--- config.mk ---
export PLATFORM = sky130hd
export DESIGN_NAME = packfloat_round
export DESIGN_NICKNAME = d
export VERILOG_FILES = /design/src/rtl/packfloat_round.sv
export SDC_FILE = /design/constraint.sdc
export NUM_CORES = 1
export LEC_CHECK = 0
export CORE_ASPECT_RATIO = 1.75
export CORE_MARGIN = 2
export CORE_UTILIZATION = 28
export CTS_CLUSTER_DIAMETER = 200
export DETAILED_ROUTE_END_ITERATION = 10
export DONT_BUFFER_PORTS = 1
export PLACE_DENSITY_LB_ADDON = 0.08
export RECOVER_POWER = 25
export SLEW_MARGIN = 20
export SYNTH_ARGS = -nofsm -noshare
export SYNTH_HDL_FRONTEND = slang
export SYNTH_SLANG_ARGS = --single-unit
--- constraint.sdc ---
create_clock -name clk -period 7.2 [get_ports clk]
set_input_delay 1.8 -clock clk [delete_from_list [all_inputs] [get_ports clk]]
set_output_delay 1.8 -clock clk [all_outputs]
set_load 0.005 [all_outputs]
--- src/rtl/packfloat_round.sv ---
// -----------------------------------------------------------------------------
// packfloat_round
//   Back end of the fma16 datapath. Takes an unpacked intermediate result
//   (sign, wide signed biased exponent, significand with two integer bits,
//   sticky bit and class flags). Normalizes it one bit per cycle, rounds it
//   and packs it into an IEEE-754 half-precision word with exception flags.
//
// Ports
//   clk, reset_n        clock, asynchronous active-low reset
//   in_valid/in_ready   input handshake (in_ready only in IDLE)
//   in_sign             result sign
//   in_exp              signed biased exponent (<= 62)
//   in_sig              significand, value = sig * 2^(exp-15), binary point
//                       between bits SIGW-3 and SIGW-2
//   in_sticky           OR of bits discarded upstream
//   in_zero/inf/nan     upstream classification (nan > inf > zero)
//   in_invalid          invalid-operation flag, passed through
//   roundmode           00 RZ, 01 RNE, 10 toward -inf, 11 toward +inf
//   out_valid/out_ready output handshake
//   result              packed half-precision value
//   flags               {invalid, overflow, underflow, inexact}
// -----------------------------------------------------------------------------
module packfloat_round #(
  parameter  int SIGW = 22,
  localparam int FLEN = 16,
  localparam int NE   = 5,
  localparam int NF   = 10
) (
  input  logic                 clk,
  input  logic                 reset_n,
  input  logic                 in_valid,
  output logic                 in_ready,
  input  logic                 in_sign,
  input  logic signed [NE+1:0] in_exp,
  input  logic [SIGW-1:0]      in_sig,
  input  logic                 in_sticky,
  input  logic                 in_zero,
  input  logic                 in_inf,
  input  logic                 in_nan,
  input  logic                 in_invalid,
  input  logic [1:0]           roundmode,
  output logic                 out_valid,
  input  logic                 out_ready,
  output logic [FLEN-1:0]      result,
  output logic [3:0]           flags
);

  localparam logic [1:0] S_IDLE  = 2'd0;
  localparam logic [1:0] S_NORM  = 2'd1;
  localparam logic [1:0] S_ROUND = 2'd2;
  localparam logic [1:0] S_DONE  = 2'd3;

  localparam logic [1:0] RM_RZ  = 2'b00;
  localparam logic [1:0] RM_RNE = 2'b01;
  localparam logic [1:0] RM_RN  = 2'b10;
  localparam logic [1:0] RM_RP  = 2'b11;

  // Internal exponent is two bits wider than the input so that the single
  // right shift of an integer-overflowed significand plus a rounding carry
  // cannot wrap when the input exponent is at its maximum.
  localparam int EW = NE + 4;
  localparam int KW = NF + 1;            // kept bits: hidden + fraction
  localparam int GB = SIGW - 3 - NF;     // guard bit index

  localparam logic signed [EW-1:0] EXP_ONE      = EW'(1);
  localparam logic signed [EW-1:0] EXP_MAX      = EW'(2**NE - 1);
  localparam logic signed [EW-1:0] EXP_COLLAPSE = EW'(-(NF + 1));

  logic [1:0]             state_reg;
  logic                   sign_reg;
  logic signed [EW-1:0]   exp_reg;
  logic [SIGW-1:0]        sig_reg;
  logic                   sticky_reg;
  logic                   invalid_reg;
  logic [1:0]             rm_reg;
  logic [FLEN-1:0]        result_reg;
  logic [3:0]             flags_reg;

  assign in_ready  = (state_reg == S_IDLE);
  assign out_valid = (state_reg == S_DONE);
  assign result    = result_reg;
  assign flags     = flags_reg;

  // ---------------------------------------------------------------------------
  // Special-value encoding for the accept cycle
  // ---------------------------------------------------------------------------
  logic [FLEN-1:0] special_result;

  always_comb begin
    if (in_nan)
      special_result = {1'b0, {NE{1'b1}}, 1'b1, {(NF-1){1'b0}}};
    else if (in_inf)
      special_result = {in_sign, {NE{1'b1}}, {NF{1'b0}}};
    else
      special_result = {in_sign, {(FLEN-1){1'b0}}};
  end

  // ---------------------------------------------------------------------------
  // One normalization step
  // ---------------------------------------------------------------------------
  logic [SIGW-1:0]      sig_next;
  logic signed [EW-1:0] exp_next;
  logic                 sticky_next;
  logic                 norm_done;

  always_comb begin
    sig_next    = sig_reg;
    exp_next    = exp_reg;
    sticky_next = sticky_reg;
    norm_done   = 1'b0;
    if (exp_reg < EXP_COLLAPSE) begin
      // Far below the subnormal range: everything ends up in sticky at once
      // instead of spending a cycle per bit.
      sticky_next = sticky_reg | (|sig_reg);
      sig_next    = '0;
      exp_next    = EXP_ONE;
    end else if (sig_reg[SIGW-1] || (exp_reg < EXP_ONE)) begin
      sig_next    = sig_reg >> 1;
      exp_next    = exp_reg + EXP_ONE;
      sticky_next = sticky_reg | sig_reg[0];
    end else if ((sig_reg != '0) && !sig_reg[SIGW-2] && (exp_reg > EXP_ONE)) begin
      sig_next = sig_reg << 1;
      exp_next = exp_reg - EXP_ONE;
    end else begin
      norm_done = 1'b1;
    end
  end

  // ---------------------------------------------------------------------------
  // Rounding and packing of the normalized value
  // ---------------------------------------------------------------------------
  logic [KW-1:0]        kept;
  logic                 guard;
  logic                 st;
  logic                 inexact;
  logic                 inc;
  logic [KW:0]          rounded;
  logic                 hid_after;
  logic signed [EW-1:0] fexp;
  logic [NE-1:0]        efield;
  logic                 ovf;
  logic [FLEN-1:0]      inf_res;
  logic [FLEN-1:0]      max_res;
  logic [FLEN-1:0]      rnd_result;
  logic [3:0]           rnd_flags;

  always_comb begin
    kept    = sig_reg[SIGW-2 -: KW];
    guard   = sig_reg[GB];
    st      = (|sig_reg[GB-1:0]) | sticky_reg;
    inexact = guard | st;
    case (rm_reg)
      RM_RNE:  inc = guard & (st | kept[0]);
      RM_RP:   inc = inexact & ~sign_reg;
      RM_RN:   inc = inexact & sign_reg;
      default: inc = 1'b0;
    endcase
    rounded   = {1'b0, kept} + {{KW{1'b0}}, inc};
    // A carry out of the kept field leaves the fraction at zero and the
    // hidden bit implicitly set one binade higher.
    hid_after = rounded[KW] | rounded[KW-1];
    fexp      = rounded[KW] ? (exp_reg + EXP_ONE) : exp_reg;
    efield    = hid_after ? fexp[NE-1:0] : {NE{1'b0}};
    ovf       = hid_after && (fexp >= EXP_MAX);

    inf_res = {sign_reg, {NE{1'b1}}, {NF{1'b0}}};
    max_res = {sign_reg, {(NE-1){1'b1}}, 1'b0, {NF{1'b1}}};

    if (ovf) begin
      case (rm_reg)
        RM_RZ:   rnd_result = max_res;
        RM_RP:   rnd_result = sign_reg ? max_res : inf_res;
        RM_RN:   rnd_result = sign_reg ? inf_res : max_res;
        default: rnd_result = inf_res;
      endcase
    end else begin
      rnd_result = {sign_reg, efield, rounded[NF-1:0]};
    end

    rnd_flags = {invalid_reg, ovf, ~kept[KW-1] & inexact, inexact | ovf};
  end

  // ---------------------------------------------------------------------------
  // Control FSM and datapath registers
  // ---------------------------------------------------------------------------
  always_ff @(posedge clk or negedge reset_n) begin
    if (!reset_n) begin
      state_reg   <= S_IDLE;
      sign_reg    <= 1'b0;
      exp_reg     <= '0;
      sig_reg     <= '0;
      sticky_reg  <= 1'b0;
      invalid_reg <= 1'b0;
      rm_reg      <= RM_RZ;
      result_reg  <= '0;
      flags_reg   <= '0;
    end else begin
      case (state_reg)
        S_IDLE: begin
          if (in_valid) begin
            sign_reg    <= in_sign;
            exp_reg     <= EW'(in_exp);
            sig_reg     <= in_sig;
            sticky_reg  <= in_sticky;
            invalid_reg <= in_invalid;
            rm_reg      <= roundmode;
            if (in_nan || in_inf || in_zero) begin
              result_reg <= special_result;
              flags_reg  <= {in_invalid, 3'b000};
              state_reg  <= S_DONE;
            end else begin
              state_reg <= S_NORM;
            end
          end
        end
        S_NORM: begin
          if (norm_done) begin
            state_reg <= S_ROUND;
          end else begin
            sig_reg    <= sig_next;
            exp_reg    <= exp_next;
            sticky_reg <= sticky_next;
          end
        end
        S_ROUND: begin
          result_reg <= rnd_result;
          flags_reg  <= rnd_flags;
          state_reg  <= S_DONE;
        end
        default: begin
          if (out_ready)
            state_reg <= S_IDLE;
        end
      endcase
    end
  end

endmodule

==> results.toml <==
[global_route]
grt_pass1_vias = 3401
grt_antenna_before_repair = 0
grt_overflow = 0
grt_max_degree = 59
grt_usage_pct = 16.3
grt_pass1_wl_um = 19100

[route]
wl_per_cell_um = 19.6
drt_pass1_iterations = 4
via_per_inst = 5.37
wl_um = 11800
drt_iter0_drc = 168
ant_nets = 0
num_vias = 3243
drc = 0

[clock_network]
cts_setup_buffers = 0
cts-root-buf = "clkbuf_16"
holdBufCountCts = 0
cts_tree = "done"
htreeDepth = 3
cts.repair.resized = 0
cts_buffers = 9
cts.path.max_buffers = 2
clk-insertion-delay-late_ps = 330
cts.clk_slew.worst_paths_ps = 60
clock_sinks = 58

[sta]
maxSlewHeadroom_pct = 25.8
finalCritPeriodShare_pct = 49.8
fmax_mhz = 279
worstMarginPinSlew_ps = 1110
rsz0062_at_grt = "no"
period_minus_slack_ps = 3590
finClkSkew_ps = 8.16
setup_viol = 0
setup_tns_ps = 0
slew_violations = 0
hold_viol = 0

[synth]
yosysWarningCount = 0
ys_types = 61
synth_nets = 493
ys_seq_area_share_pct = 36.8
syn_inst = 443
synth_common_cells = "nand2_1, dfrtp_1, o21ai_0, a21oi_1, o2bb2ai_1"
synth_area_leader_cell = "dfrtp_1"
syn_area_per_cell_um2 = 8.90
synth-edff-count = 0
synthArstFlopShare_pct = 100
synthFlopType = "dfrtp_1"
syn_area_um2 = 3940
synth.area.top_cells = "dfrtp_1, nand2_1, o21ai_0"
ys_ff_latch = 58
synth_top_area_share_pct = 36.8
synth.most_common_cell = "nand2_1"

[setup_path]
slowest_delay_ps = 460
path_class = "reg2reg"
end_kind = "register"
start_kind = "register"
worst-path-max-fanout = 10
crit_buf_inv = 0
ff2ff_setup_slack_ps = 3610
timing.rr.end = "result[8]$_DFFE_PN0P_"
ff2ff_path_depth = 11
cp_cell_sequence = "nor3_1 -> nand4_1 -> o21ai_0 -> a211oi_1 -> ha_1 -> nand4_4 -> nor3_2 -> mux2_1 -> o32a_4 -> o31a_1 -> a221o_1"
cpMaxStageDelayCell = "nor3_2"
regToRegStartpoint = "sig_reg[8]$_DFFE_PN0P_"
path_delay_family = "compound AO/OA/AOI/OAI gates"
cp.arrival_ps = 3790
crit_required_ps = 7410

[hold_path]
min_path_cells = 1
hold_start = "invalid_reg$_DFFE_PN0P_"
min_to = "invalid_reg$_DFFE_PN0P_"
hp-class = "reg2reg"

[run]
max_cap_viol_count = 0

[cells_and_area]
nNetsFinal = 472
antenna_cells = 0
area_delta_synth_final_pct = 7.77
largest_reg_flops = 22
n_fill_cell = 1489
fin_area_um2 = 4250
drive_gt1_share_pct = 10.5

[placement]
gp_congestion = 0.782
dpl_cell_area_um2 = 3940
dpl.hpwl_um = 8520
io_buffers = 0

[power]
finalPower_mw = 2.17
pwr_density_cell_nw_per_um2 = 510
ir_drop_v = 0.000162
power_leakage_nw = 1.67

[die]
core_um2 = 13800
die_x_um = 93.7
rows = 57
start_util_pct = 28.5
die-area_um2 = 15100
die_h_um = 161
pin_count = 63

[run_status]
outcome = "finished, final reports clean"
## cells in the final DEF, fill, tap and decap left out, types with 3 or more instances in the layout
cell | synthesis | routed
xnor2_1 | 14 | 14
xor2_1 | 3 | 3
mux2_2 | 6 | 6
buf_4 | 4 | 5
inv_1 | 13 | 13
o22ai_1 | 4 | 4
o21ai_0 | 43 | 43
mux2i_1 | 5 | 5
a221o_1 | 10 | 10
a31oi_1 | 6 | 6
nor4_2 | 3 | 3
clkbuf_16 | 0 | 9
o2bb2ai_1 | 22 | 22
ha_1 | 9 | 9
nor3_1 | 8 | 8
a21o_1 | 3 | 3
a21oi_1 | 30 | 30
nor2_1 | 18 | 18
nand4_1 | 6 | 6
or3_1 | 6 | 6
a211o_1 | 3 | 3
o211ai_1 | 3 | 3
dfrtp_1 | 58 | 58
nand3_1 | 10 | 10
nor4_1 | 3 | 3
nand2_1 | 73 | 73
## report_power, final
part | switching [mW] | internal [mW]
Sequential | 0.264 | 0.483
Combinational | 0.587 | 0.391
Clock | 0.156 | 0.286
## worst max path at each step
stage               slack, ps                   start               endpoint  cells past startpoint
floorplan                4000  sig_reg[5]$_DFFE_PN0P_  result[6]$_DFFE_PN0P_                     12
finish                   3610  sig_reg[8]$_DFFE_PN0P_  result[8]$_DFFE_PN0P_                     11
global placement         3690  sig_reg[2]$_DFFE_PN0P_  result[7]$_DFFE_PN0P_                     11
CTS                      3570  sig_reg[8]$_DFFE_PN0P_  result[3]$_DFFE_PN0P_                     11
global route             3270  sig_reg[8]$_DFFE_PN0P_  result[3]$_DFFE_PN0P_                     11
detailed placement       3570  sig_reg[8]$_DFFE_PN0P_  result[0]$_DFFE_PN0P_                     11
## stage by stage
stage / worst slack (ps) / hold WS (ps) / std cells / utilization (%)
floorplan: 4000 / 464 / 443 / -
global placement: 3690 / 493 / 588 / 28.5
detailed placement: 3570 / 503 / 588 / 28.5
CTS: 3570 / 518 / 604 / 30.7
global route: 3270 / 536 / 604 / 30.7
finish: 3610 / 512 / 604 / 30.7
## per-layer routing
| layer | track usage, % | vias up | routed length (µm) | part of all wire (%) |
|---|---|---|---|---|
| met5 | 0 | - | 0 | 0 |
| met4 | 5.20 | 0 | 197 | 1.7 |
| met3 | 3.68 | 15 | 520 | 4.4 |
| met2 | 28.1 | 63 | 6130 | 52 |
| met1 | 19.8 | 1586 | 4990 | 42 |
| li1 | - | 1579 | - | - |
## cells by family (layout without fill, tap and decap cells)
group                    count (synthesis)  count (layout)  share of synthesized area [%]
AO/OA/AOI/OAI                          150             150                           25.9
multiplexers                            12              12                           3.27
flip-flops                              58              58                           36.8
AND/OR/NAND/NOR                        147             147                           19.4
XOR/XNOR                                17              17                           3.78
buffers and inverters                   50              34                           7.93
adder cells (fa/ha/maj)                  9               9                           2.86
## area by class of cell
cell class	instances	area, µm²	area share [%]
repair buffers	5	37.5	0.883
flip-flops and latches	58	1450	34.1
clock inverters	4	50.0	1.18
multi-input cells	335	2180	51.4
well taps	177	221	5.21
clock buffers	12	256	6.03
inverters	13	48.8	1.15
(Power assumes the default switching activity.)
